==> src/rtl/pkt_pattern_gen.sv <==
// Packet test-pattern source for a FIFO write port: fixed-length bursts separated by
// programmable idle gaps, honouring almost-full, with four selectable data patterns.
module pkt_pattern_gen #(
    parameter int          DATA_W      = 128,
    parameter int          PKT_LEN     = 128,
    parameter int          GAP_LEN     = 22,
    parameter logic [31:0] DATA_OFFSET = 32'h0,
    parameter logic [31:0] LFSR_SEED   = 32'hACE1_0001
) (
    input  logic              clk,
    input  logic              rst_n,
    input  logic              en,
    input  logic [1:0]        mode,
    input  logic              al_full,
    output logic [DATA_W-1:0] din,
    output logic              wr_en,
    output logic              wr_last,
    output logic [31:0]       pkt_cnt,
    output logic              busy
);
    localparam int LANES  = DATA_W / 32;
    localparam int BEAT_W = (PKT_LEN > 1) ? $clog2(PKT_LEN) : 1;
    localparam int GAP_W  = (GAP_LEN > 1) ? $clog2(GAP_LEN) : 1;
    localparam int WALK_W = $clog2(DATA_W);

    localparam logic [DATA_W-1:0] INC_BASE  = DATA_W'(DATA_OFFSET) << (DATA_W - 32);
    localparam logic [BEAT_W-1:0] LAST_BEAT = BEAT_W'(PKT_LEN - 1);
    localparam logic [GAP_W-1:0]  LAST_GAP  = GAP_W'((GAP_LEN > 0) ? GAP_LEN - 1 : 0);
    localparam logic [WALK_W-1:0] LAST_WALK = WALK_W'(DATA_W - 1);

    typedef enum logic [1:0] {
        IDLE  = 2'd0,
        BURST = 2'd1,
        GAP   = 2'd2
    } state_t;

    state_t              state;
    logic [1:0]          pkt_mode;
    logic [BEAT_W-1:0]   beat;
    logic [GAP_W-1:0]    gap;
    logic [WALK_W-1:0]   walk_pos;
    logic [DATA_W-1:0]   inc_word;
    logic [31:0]         lfsr;
    logic [31:0]         lfsr_next;
    logic [DATA_W-1:0]   walk;
    logic [DATA_W-1:0]   pattern;
    logic                last_beat;

    assign last_beat = (beat == LAST_BEAT);
    assign busy      = (state != IDLE);

    // Fibonacci LFSR for x^32+x^22+x^2+x+1, shifting left with feedback into bit 0.
    always_comb begin
        lfsr_next = {lfsr[30:0], lfsr[31] ^ lfsr[21] ^ lfsr[1] ^ lfsr[0]};
    end

    always_comb begin
        walk           = '0;
        walk[walk_pos] = 1'b1;
        case (pkt_mode)
            2'd0:    pattern = inc_word;
            2'd1:    pattern = {LANES{lfsr}};
            2'd2:    pattern = walk;
            default: pattern = {LANES{pkt_cnt}};
        endcase
    end

    always_ff @(posedge clk) begin
        if (!rst_n) begin
            state    <= IDLE;
            pkt_mode <= 2'd0;
            beat     <= '0;
            gap      <= '0;
            walk_pos <= '0;
            inc_word <= INC_BASE;
            lfsr     <= LFSR_SEED;
            din      <= '0;
            wr_en    <= 1'b0;
            wr_last  <= 1'b0;
            pkt_cnt  <= '0;
        end else begin
            wr_en   <= 1'b0;
            wr_last <= 1'b0;
            case (state)
                IDLE: begin
                    if (en) begin
                        state    <= BURST;
                        pkt_mode <= mode;
                        beat     <= '0;
                        walk_pos <= '0;
                    end
                end
                BURST: begin
                    if (!al_full) begin
                        wr_en   <= 1'b1;
                        wr_last <= last_beat;
                        din     <= pattern;
                        // Only the pattern in use advances; the others keep their state.
                        case (pkt_mode)
                            2'd0:    inc_word <= inc_word + 1'b1;
                            2'd1:    lfsr <= lfsr_next;
                            default: ;
                        endcase
                        if (last_beat) begin
                            pkt_cnt  <= pkt_cnt + 1'b1;
                            beat     <= '0;
                            walk_pos <= '0;
                            if (GAP_LEN > 0) begin
                                state <= GAP;
                                gap   <= '0;
                            end else if (en) begin
                                pkt_mode <= mode;
                            end else begin
                                state <= IDLE;
                            end
                        end else begin
                            beat     <= beat + 1'b1;
                            walk_pos <= (walk_pos == LAST_WALK) ? '0 : walk_pos + 1'b1;
                        end
                    end
                end
                GAP: begin
                    if (gap == LAST_GAP) begin
                        if (en) begin
                            state    <= BURST;
                            pkt_mode <= mode;
                        end else begin
                            state <= IDLE;
                        end
                    end else begin
                        gap <= gap + 1'b1;
                    end
                end
                default: state <= IDLE;
            endcase
        end
    end
endmodule

==> config.mk <==
export PLATFORM = sky130hd
export DESIGN_NAME = pkt_pattern_gen
export DESIGN_NICKNAME = d
export VERILOG_FILES = /design/src/rtl/pkt_pattern_gen.sv
export SDC_FILE = /design/constraint.sdc
export NUM_CORES = 1
export LEC_CHECK = 0
export ABC_AREA = 1
export BUFFER_PORTS_ARGS = -buffer_cell sky130_fd_sc_hd__buf_2
export CAP_MARGIN = 20
export CELL_PAD_IN_SITES_DETAIL_PLACEMENT = 0
export CELL_PAD_IN_SITES_GLOBAL_PLACEMENT = 1
export CORE_MARGIN = 8
export CORE_UTILIZATION = 43
export DETAILED_ROUTE_END_ITERATION = 8
export HOLD_SLACK_MARGIN = 0.08
export PLACE_DENSITY_LB_ADDON = 0.1
export SETUP_SLACK_MARGIN = 0.3
export SYNTH_ARGS = -nofsm -noshare
export SYNTH_HDL_FRONTEND = slang
export SYNTH_SLANG_ARGS = --single-unit
==> constraint.sdc <==
create_clock -name clk -period 2.1 [get_ports clk]
set_input_delay 0.315 -clock clk [delete_from_list [all_inputs] [get_ports clk]]
set_output_delay 0.315 -clock clk [all_outputs]
set_load 0.03 [all_outputs]
**Word-level counts from Yosys, hierarchy flattened**

Cells that the tools add are included.

- Multiplexer cells: 25
- Reductions and logical operators: 17
- $add $sub $neg: 5
- Equality and inequality tests: 12
- Magnitude comparators: 2
- Bitwise gates (word level): 6

Operators by type and width:

| kind | number |
|---|---|
| case mux 128 bit (3 select lines) | 1 |
| adder 128 x 1 -> 128 bit, second input constant | 1 |
| two-way mux 7 bit | 6 |
| adder 32 x 1 -> 32 bit, second input constant | 1 |
| case mux 7 bit (2 select lines) | 2 |
| two-way mux 5 bit | 3 |
| adder 7 x 1 -> 7 bit, second input constant | 2 |
| == test 7 bit, second input constant | 2 |
| two-way mux 2 bit | 6 |
| AND reduction 3 bit | 4 |
| inequality test 2 bit, second input constant | 5 |
| case mux 5 bit (2 select lines) | 1 |
| < comparator 7 x 8 -> 1 bit, second input constant | 1 |
| AND reduction 4 bit | 2 |
| nonzero test 2 bit | 4 |
| demux 1 bit (select 7 bit) | 1 |
| >= comparator 7 x 1 -> 1 bit, second input constant | 1 |
| case mux 2 bit (3 select lines) | 1 |
| AND reduction 2 bit | 3 |
| adder 5 x 1 -> 5 bit, second input constant | 1 |
| == test 5 bit, second input constant | 1 |
| == test 2 x 1 -> 1 bit, second input constant | 2 |
| == test 2 bit, second input constant | 2 |
| zero test 2 bit | 2 |
| other kinds (6) | 12 |

- Output and inout port bits: 163
- Bits in registers: 345
- Input bits: 6
- Word-level logic and storage cells: 78

**Logic depth before layout (Yosys ltp)**

- Depth after elaboration: 5
- Mapped depth: 12

**Worst setup path before layout**

No wires, ideal clock.

- Path kind: register to register
- From: reg pkt_cnt[1]
- To: reg pkt_cnt[16]
- Path slack: 0.313 ns
- Stages on the path, launching flop included: 11
- Data required time: 1.983 ns
- Arrival time: 1.670 ns
- Path through: dfxtp_1 -> ha_1 -> nand3_1 -> nor2_1 -> nand3_1 -> nor2_1 -> nand2_1 -> nor2_1 -> nand2_1 -> nand2_1 -> a21oi_1

- Longest elaborated chain between the ends: 1

Ends and longest elaborated chain:

| element | line | source |
|---|---|---|
| from (decl) | 18 | `output logic [31:0] pkt_cnt,` |
| from (signal assigned) | 105 | `pkt_cnt <= pkt_cnt + 1'b1;` |
| adder 32 x 1 -> 32 bit | 105 |  |

Every way passes these cells.
A chain may end at the register's enable or synchronous reset.

**Worst setup path in the final report**

- From: reg state[0]
- To: reg inc_word[81]

- Longest elaborated chain between the ends: 2

Ends and longest elaborated chain:

| element | line | source |
|---|---|---|
| from (decl) | 37 | `state_t state;` |
| from (signal assigned) | 70 | `state <= IDLE;` |
| from (signal assigned) | 87 | `state <= BURST;` |
| from (signal assigned) | 109 | `state <= GAP;` |
| == test 2 x 1 -> 1 bit | 84 | `case (state)` |
| AND reduction 3 bit (no line) | n/a |  |
| to (signal assigned) | 100 | `2'd0: inc_word <= inc_word + 1'b1;` |
| to (decl) | 42 | `logic [DATA_W-1:0] inc_word;` |

Every way passes these cells.

==> impl_metrics.yaml <==
die:
  dieHeight_um: 225
  core_mm2: 0.0431
  rows: 76
  io_pins: 169
  die-area_mm2: 0.0506
  die_w_um: 225
  initial_core_util_pct: 43.5
grt:
  grt_start_max_net_pins: 87
  grt_pass1_wl_um: 130000
  grt_pass1_vias: 20400
  overflow: 0
  track_usage_pct: 34.5
  antenna_found_initial: 0
timing:
  max_freq_mhz: 522
  relSlewSlack_pct: 47.6
  min_period_over_period_pct: 91.2
  hold_viol: 0
  tightest_slew_ns: 0.778
  rsz0062_at_grt: "true"
  setup_viol: 0
  fin_worst_skew_ns: 0.0241
  post-route-min-period_ns: 1.92
  setup_tns_ns: 0
  holdWs_ns: 0.127
  drv_slew: 0
  worst_slack_ns: 0.185
clock_network:
  htreeDepth: 2
  cts_buffers: 42
  cts_tree: "done"
  cts_root_buf: "clkbuf_16"
  clock-sinks: 345
  insertion_delay_ns: 0.60
  clk_pin_slew_ns: 0.06
  max-clock-path-buffers: 3
routing:
  antenna_left: 0
  drt_iter0_drc: 2309
  first_pass_iters: 6
  via_per_inst: 5.69
  wirelength_um: 92500
  drc: 0
  post_drt_wl_per_cell_um: 24.0
  num_vias: 21900
power_and_ir_drop:
  total_power_mw: 16.6
  ir_drop_mv: 0.837
  cellLeakagePower_nw: 10.2
  power_density_mw_per_mm2: 667
logic_synthesis:
  synth_area_mm2: 0.0188
  syn_nets: 2900
  synth_area_leaders: "dfxtp_1 37%, nand2_1 13%, nor2_1 10%"
  netlist_instances: 2888
  synth_cell_types: 38
  yosysSeqAreaShare_pct: 36.8
  yosysTopAreaCellShare_pct: 36.8
  synth_area_per_cell_um2: 6.49
  synth_top_area_cell: "dfxtp_1"
  ys_ff_latch: 345
  yosysWarnings: 0
setup_path:
  critPathRequiredTime_ns: 2.61
  cp-end-kind: "register"
  rr_startpoint: "state[0]$_SDFFE_PN0P_"
  worstSetupStartpointType: "register"
  crit_arrival_ns: 2.43
  crit_type: "reg -> reg"
  worstRegToRegCells: 12
  rrSetupSlack_ns: 0.18
  reg2reg_to: "inc_word[81]$_SDFFE_PN0P_"
  cp_max_fo: 7
place:
  globalplace.congestion: 1.04
  portBuffers: 168
  pre_cts_slack_ns: -0.0304
  placed_cells: 3710
  dpl.hpwl_um: 71500
cells_and_area:
  fin_nets: 3246
  area_growth_pct: 32.5
  fillers: 4231
  final_cell_count_no_fill: 3853
  final_layout_size_suffix_gt1_share_pct: 24.9
worst_hold_path:
  worstHoldStart: "al_full"
  holdPathStages: 3
  min_to: "state[0]$_SDFFE_PN0P_"
  holdCritPathClass: "in -> reg"
flow_run:
  max_cap_viol_count: 0
outcome:
  status: "finished clean"
power breakdown:
part           internal (mW)  switching [mW]  total [mW]  leakage (nW)
sequential              6.72           0.161        6.88          2.84
clock                   4.65            3.14        7.79         0.711
combinational          0.621            1.29        1.91          6.69
logic make-up (layout without fill, tap and decap cells):
| kind of cell | Yosys count | after routing | share of synthesized area [%] |
|---|---|---|---|
| XOR/XNOR | 29 | 29 | 1.35 |
| AO/OA/AOI/OAI | 558 | 558 | 19.3 |
| adder cells (fa/ha/maj) | 6 | 6 | 0.400 |
| flip-flops | 345 | 345 | 36.8 |
| other | 0 | 1 | 0 |
| buffers and inverters | 502 | 881 | 10.2 |
| AND/OR/NAND/NOR | 1448 | 1448 | 31.9 |
critical path, stage by stage (launching register included):
cell and delay [ns]:
dfxtp_2 0.35, inv_2 0.06, nor2_4 0.18, nand3_4 0.17
buf_12 0.20, buf_12 0.13, nor2_4 0.11, nand2_4 0.08
nor2_4 0.12, buf_12 0.13, nand2_1 0.06, xor2_1 0.14
nor2_1 0.09
cell type report:
class                      instances  area [um2]  share of cell area, %
multi-input combinational       2041       11100                   44.7
timing repair inverter             1        3.75                 0.0151
clock buffer                      62        1220                   4.90
timing repair buffer             393        2960                   11.9
inverter                         410        1560                   6.29
clock inverter                    15         230                  0.927
sequential                       345        7040                   28.3
antenna                            1        2.50                 0.0101
tap                              585         732                   2.95
routing by layer:
layer  track usage, %  up-vias  wire length (um)
met1             44.4    10500             37400
met2             54.1     1102             41300
met5                0        -                 0
li1                 -    10200                 -
met3             5.87      224              8200
met4             19.5        0              5560
worst max-delay path by stage:
stage                         startpoint                    endpoint  cells after the start
2_1_floorplan    pkt_cnt[1]$_SDFFE_PN0P_    pkt_cnt[16]$_SDFFE_PN0P_                     10
3_3_place_gp   inc_word[26]$_SDFFE_PN0P_   inc_word[83]$_SDFFE_PN0P_                     10
3_5_place_dp   inc_word[26]$_SDFFE_PN0P_   inc_word[83]$_SDFFE_PN0P_                     10
4_1_cts         inc_word[1]$_SDFFE_PN0P_  inc_word[116]$_SDFFE_PN0P_                     11
5_1_grt            state[0]$_SDFFE_PN0P_  inc_word[114]$_SDFFE_PN0P_                     13
6_report           state[0]$_SDFFE_PN0P_   inc_word[81]$_SDFFE_PN0P_                     12
Yosys cell counts (all sizes together):
master    n
a211oi   11
xnor2     2
clkbuf   72
and3      3
nand4    45
nand3b    3
nand3   135
nand2   647
nor3     67
nor4      1
o21ai   204
dfxtp   345
o211ai   57
inv     410
o21a      3
and2      6
o21bai   99
nor2    533
nor3b     7
buf      20
o221ai  102
a31oi     5
ha        6
a21oi    77
xor2     27
or2       1
flip-flops by register name, indices dropped and copies added (netlist names):
| register | count |
|---|---|
| walk_pos | 7 |
| gap | 5 |
| lfsr | 32 |
| wr_last | 1 |
| wr_en | 1 |
| beat | 7 |
| pkt_mode | 2 |
| din | 128 |
| pkt_cnt | 32 |
| inc_word | 128 |
| state | 2 |
metrics by stage:
stage	area [um2]	util, %
floorplan	18800	-
global placement	21300	49.5
detailed placement	21300	49.5
CTS	23400	54.2
global route	24800	57.7
finish	24800	57.7
cells in the final DEF (no fill, tap or decap), types with 12 or more instances in the layout:
cell type	n
buf_6	19
xor2_1	27
nand2_2	40
buf_2	167
dfxtp_1	270
a21oi_1	76
nor3_1	53
nor2_4	66
nand4_1	45
clkbuf_1	12
dfxtp_2	58
o21ai_1	22
inv_1	393
o221ai_1	99
nand2_4	12
nand2_1	595
buf_12	18
o211ai_1	57
o21bai_1	99
nor2_2	85
buf_4	178
o21ai_0	172
dfxtp_4	17
nand3_1	107
clkbuf_16	48
inv_2	15
nand3_2	22
nor2_1	382
repair_timing:
item                                    CTS  global route
pin swaps                                10            97
gates cloned                              2             5
endpoints found under the setup margin  264           234
hold buffers                              3             0
hold endpoints to repair                  3             0
setup buffers                            12            43
resized for setup                       158           335
Note: power is estimated with default switching activity, not from simulation.
